--- src/rtl/regfile_wp_arbiter.sv ---
// ---------------------------------------------------------------------------
// regfile_wp_arbiter
//
// Shares the single register-file write port between two writeback
// requesters: lane 0 (ALU/execute) and lane 1 (long-latency load/mul unit).
// Arbitration is round-robin with a combinational valid/ready handshake.
// The winning write is captured into a register that drives the register
// file write port (we3/wa3/wd3) directly. A saturating counter records
// every cycle in which both lanes competed for the port.
//
// Parameters
//   WIDTH  write data width (matches regfile wd3)
//   AW     register address width
//   CNTW   width of the saturating contention counter
//
// Ports
//   clk          clock, all state changes on the rising edge
//   reset        synchronous active-high reset
//   v0/a0/d0     lane 0 valid, destination register, write data
//   r0           lane 0 ready (combinational grant)
//   v1/a1/d1     lane 1 valid, destination register, write data
//   r1           lane 1 ready (combinational grant)
//   hold         blocks every grant while high
//   we3/wa3/wd3  registered regfile write enable / address / data
//   conflict_cnt cycles in which both lanes were valid and not held
// ---------------------------------------------------------------------------
module regfile_wp_arbiter #(
  parameter int WIDTH = 32,
  parameter int AW    = 5,
  parameter int CNTW  = 16
) (
  input  logic             clk,
  input  logic             reset,
  input  logic             v0,
  input  logic [AW-1:0]    a0,
  input  logic [WIDTH-1:0] d0,
  output logic             r0,
  input  logic             v1,
  input  logic [AW-1:0]    a1,
  input  logic [WIDTH-1:0] d1,
  output logic             r1,
  input  logic             hold,
  output logic             we3,
  output logic [AW-1:0]    wa3,
  output logic [WIDTH-1:0] wd3,
  output logic [CNTW-1:0]  conflict_cnt
);

  localparam logic [CNTW-1:0] CNT_MAX = '1;

  // Lane-indexed views of the two requesters.
  logic [1:0]       req_valid;
  logic [1:0]       grant;
  logic [AW-1:0]    req_addr [2];
  logic [WIDTH-1:0] req_data [2];

  // Round-robin pointer: the lane that wins the next contended cycle.
  logic             prio_reg;
  logic             prio_next;

  // Write-port output register.
  logic             we_reg;
  logic             we_next;
  logic [AW-1:0]    wa_reg;
  logic [AW-1:0]    wa_next;
  logic [WIDTH-1:0] wd_reg;
  logic [WIDTH-1:0] wd_next;

  // Contention counter.
  logic [CNTW-1:0]  cnt_reg;
  logic [CNTW-1:0]  cnt_next;

  logic             xfer;
  logic             sel;
  logic             contend;

  assign req_valid   = {v1, v0};
  assign req_addr[0] = a0;
  assign req_addr[1] = a1;
  assign req_data[0] = d0;
  assign req_data[1] = d1;

  // A lane is granted when it is valid, nothing is held, and either the
  // other lane is idle or the round-robin pointer names this lane. The two
  // grant terms are mutually exclusive by construction.
  generate
    for (genvar gi = 0; gi < 2; gi++) begin : g_lane
      assign grant[gi] = ~hold & req_valid[gi] &
                         (~req_valid[1-gi] | (prio_reg == 1'(gi)));
    end
  endgenerate

  assign r0 = grant[0];
  assign r1 = grant[1];

  // Ready already implies valid, so a grant is a transfer.
  assign xfer    = |grant;
  assign sel     = grant[1];
  assign contend = v0 & v1 & ~hold;

  always_comb begin
    prio_next = prio_reg;
    we_next   = 1'b0;
    wa_next   = wa_reg;
    wd_next   = wd_reg;
    cnt_next  = cnt_reg;

    if (xfer) begin
      // Point at the lane that just lost (or was idle).
      prio_next = ~sel;
      // Writes to x0 are accepted but never reach the register file.
      we_next   = (req_addr[sel] != '0);
      wa_next   = req_addr[sel];
      wd_next   = req_data[sel];
    end

    if (contend && (cnt_reg != CNT_MAX)) begin
      cnt_next = cnt_reg + 1'b1;
    end
  end

  always_ff @(posedge clk) begin
    if (reset) begin
      prio_reg <= 1'b0;
      we_reg   <= 1'b0;
      wa_reg   <= '0;
      wd_reg   <= '0;
      cnt_reg  <= '0;
    end else begin
      prio_reg <= prio_next;
      we_reg   <= we_next;
      wa_reg   <= wa_next;
      wd_reg   <= wd_next;
      cnt_reg  <= cnt_next;
    end
  end

  assign we3          = we_reg;
  assign wa3          = wa_reg;
  assign wd3          = wd_reg;
  assign conflict_cnt = cnt_reg;

endmodule

--- config.mk ---
export PLATFORM = sky130hd
export DESIGN_NAME = regfile_wp_arbiter
export DESIGN_NICKNAME = d
export VERILOG_FILES = /design/src/rtl/regfile_wp_arbiter.sv
export SDC_FILE = /design/constraint.sdc
export NUM_CORES = 1
export LEC_CHECK = 0
export BUFFER_PORTS_ARGS = -buffer_cell sky130_fd_sc_hd__buf_4
export CAP_MARGIN = 40
export CORE_AREA = 3 3 112 87
export DETAILED_ROUTE_END_ITERATION = 8
export DIE_AREA = 0 0 115 90
export HOLD_SLACK_MARGIN = 0.06
export PLACE_DENSITY_LB_ADDON = 0.12
export SYNTH_ARGS = -nofsm -noshare
export SYNTH_HDL_FRONTEND = slang
export SYNTH_SLANG_ARGS = --single-unit
export TNS_END_PERCENT = 1
--- constraint.sdc ---
create_clock -name clk -period 1.65 [get_ports clk]
set_clock_uncertainty 0.1 [all_clocks]
set_input_delay 0.165 -clock clk [delete_from_list [all_inputs] [get_ports clk]]
set_output_delay 0.165 -clock clk [all_outputs]
set_load 0.02 [all_outputs]
==> run_results.csv <==
group,metric,value,unit
status,status,"complete, but fails checks",
status,violations,"negative setup slack",
placed_design,dpl_cell_area,4021,um2
placed_design,portBuffers,134,
global_route,grt_max_degree,76,
drt,postRouteAntennaNets,0,
drt,drcViolationCount,0,
setup_path,crit_required,1.77,ns
power,power,3.110,mW
setup_path,crit_path_end_kind,"flip-flop",
drt,routedWlPerCell,14.04,um
clock_network,cts_buffer_depth,2,
placed_design,dp_slack,-0.09544,ns
drt,first_pass_iters,4,
timing,hold_viol,0,
global_route,use_met3,0.03624,
timing,min_period,1.746,ns
layout,final_cell_mix,"buf_4 (166), nor2_1 (50), dfxtp_1 (42)",
layout,area_growth,66.72,%
synth,synth.net_count,364,
layout,largest_register_ffs,32,
synth,ys_types,34,
drt,dr_total_vias,2611,
floorplanning,dieArea,10350,um2
floorplanning,die_x,115,um
layout,fillers,797,
global_route,met2_usage,0.2250,
setup_path,worstPathArrival,1.86,ns
layout,layout-drive-gt1-share,0.5090,
timing,rsz0062_at_grt,"yes",
global_route,grt_use_met1,0.1921,
run,maxCapViolCount,0,
synth,async_flop_share,0,
clock_network,cts_tree,"built",
timing,final.setup.worst_slack,-0.09582,ns
clock_network,clkTransAtPathRegs,0.07,ns
timing,timing.slew.headroom,0.6899,
placed_design,gp_congestion,0.7740,
layout,final_cells,552,
drt,via_per_inst,4.730,
setup_path,startpoint_type,"flip-flop",
clock_network,numCtsBuffers,5,
global_route,grt_busiest_layer,"met2",
power,ir_drop,711.3,uV
setup_path,critPathMaxFanout,7,
global_route,grt_first_pass_wirelength,12.01,mm
floorplanning,rows,29,
synth,yosysSeqAreaShare,0.4270,
clock_network,clockRootBuffer,"clkbuf_16",
synth,synthCells,284,
placed_design,hpwl,5.797,mm
setup_path,reg2reg_slack,-0.1,ns
synth,synth_area_leader_cell,"dfxtp_1",
synth,avgSynthCellArea,9.080,um2
layout,mostFrequentLayoutCell,"buf_4",
timing,max_freq,0.5728,GHz
synth,yosysWarnings,0,
global_route,grt_overflow,0,
synth,synthTopCellsByArea,"dfxtp_1 (43%), mux2i_1 (15%), a211oi_1 (11%)",
drt,totalWireLength,7.752,mm
clock_network,htree_levels,2,
placed_design,placed_cells,543,
timing,tightest_slew,0.4652,ns
floorplanning,core_area,8563,um2
synth,synth_edf_count,0,
timing,drv_slew,0,
layout,utilization,0.5020,
layout,final_cell_area,4299,um2
clock_network,holdBufCountCts,0,
floorplanning,start_util,0.3011,
synth,synth_flop_cell,"dfxtp_1",
synth,syn_area,2579,um2
clock_network,cts.sinks,55,
floorplanning,die_h,90,um
timing,final.period_utilization,1.058,
power,p_per_area,723.3,nW/um2
timing,setup_viol,7,
power,p_leak,2.054,nW
setup_path,critPathKind,"reg -> reg",
min_path,hp-class,"in -> reg",
synth,ys_ff_latch,55,
global_route,grt_pass1_vias,2414,
floorplanning,ios,135,
layout,nNetsFinal,523,
drt,initialDrtViolationCount,99,
synth,synth_top_area_frac,0.4270,
clock_network,clock_latency,0.28,ns
layout,num_antenna_cells,0,
global_route,grt_usage,0.1401,
global_route,antenna_found_initial,0,
## per-stage QoR
stage / TNS [ns] / hold slack (ns)
after floorplan: -0.7818 / 0.2983
final: -0.3390 / 0.1179
after detailed placement: -0.5507 / 0.3927
after global routing: -0.9117 / 0.1270
after global placement: -0.3742 / 0.3878
after CTS: -0.4490 / 0.1205
## Yosys cell counts, types with 4 or more instances
cell,n
nor2_1,52
a21oi_1,9
nand2_1,6
mux2_2,6
nor2b_1,6
dfxtp_1,55
mux2i_1,38
clkbuf_1,12
a211oi_1,38
nor4_1,6
or4_1,5
o31ai_1,5
nand3_1,7
inv_1,4
nor3_1,6
buf_2,6
## logic make-up (layout without fill, tap and decap cells)
| logic type | count (synthesis) | count (layout) | synth area share |
|---|---|---|---|
| compound gates | 56 | 56 | 0.1509 |
| fa+ha+maj | 1 | 1 | 0.004851 |
| flops | 55 | 55 | 0.4270 |
| buf+inv | 23 | 183 | 0.03784 |
| mux | 44 | 44 | 0.1737 |
| simple gates | 105 | 105 | 0.2057 |
## layer usage
| layer | vias to the layer above | wire length [um] | share of wire |
|---|---|---|---|
| met1 | 1156 | 3594 | 0.46 |
| li1 | 1368 | - | - |
| met2 | 81 | 3590 | 0.46 |
| met5 | - | 0 | 0 |
| met3 | 6 | 513 | 0.066 |
| met4 | 0 | 54 | 0.0070 |
## cell type report
class | count | area (um2) | share of cell area
Timing Repair Buffer | 171 | 1329 | 0.3091
Sequential cell | 55 | 1137 | 0.2646
Clock inverter | 3 | 17.52 | 0.004075
Inverter | 4 | 15.01 | 0.003492
Tap cell | 108 | 135.1 | 0.03143
Multi-Input combinational cell | 206 | 1540 | 0.3583
Clock buffer | 5 | 125.1 | 0.02910
## repair_timing
item	in CTS	in global routing
setup endpoints to repair	13	16
cloned	0	0
resized for setup	8	21
pin swaps	5	11
buffers inserted	0	1
## power breakdown
| group | total [mW] | switching (mW) | internal (mW) |
|---|---|---|---|
| Sequential | 1.43 | 0.0411 | 1.39 |
| Clock | 1.04 | 0.474 | 0.563 |
| Combinational | 0.640 | 0.311 | 0.330 |
## final timing paths
path	startpoint	to	cells past startpoint
worst max-delay path	conflict_cnt[1]$_SDFFE_PP0P_	conflict_cnt[12]$_SDFFE_PP0P_	6
worst min-delay path	d1[0]	wd3[0]$_SDFFE_PP0P_	3
worst max register to register	conflict_cnt[1]$_SDFFE_PP0P_	conflict_cnt[12]$_SDFFE_PP0P_	6
worst min register to register	wd3[28]$_SDFFE_PP0P_	wd3[28]$_SDFFE_PP0P_	2
## critical path, stage by stage, from the launching register on
cell     delay (ns)
dfxtp_4        0.37
ha_4           0.14
and4b_2        0.26
nand2_4        0.10
buf_6          0.13
or3_2          0.43
a21oi_2        0.14
(Power assumes the default switching activity.)
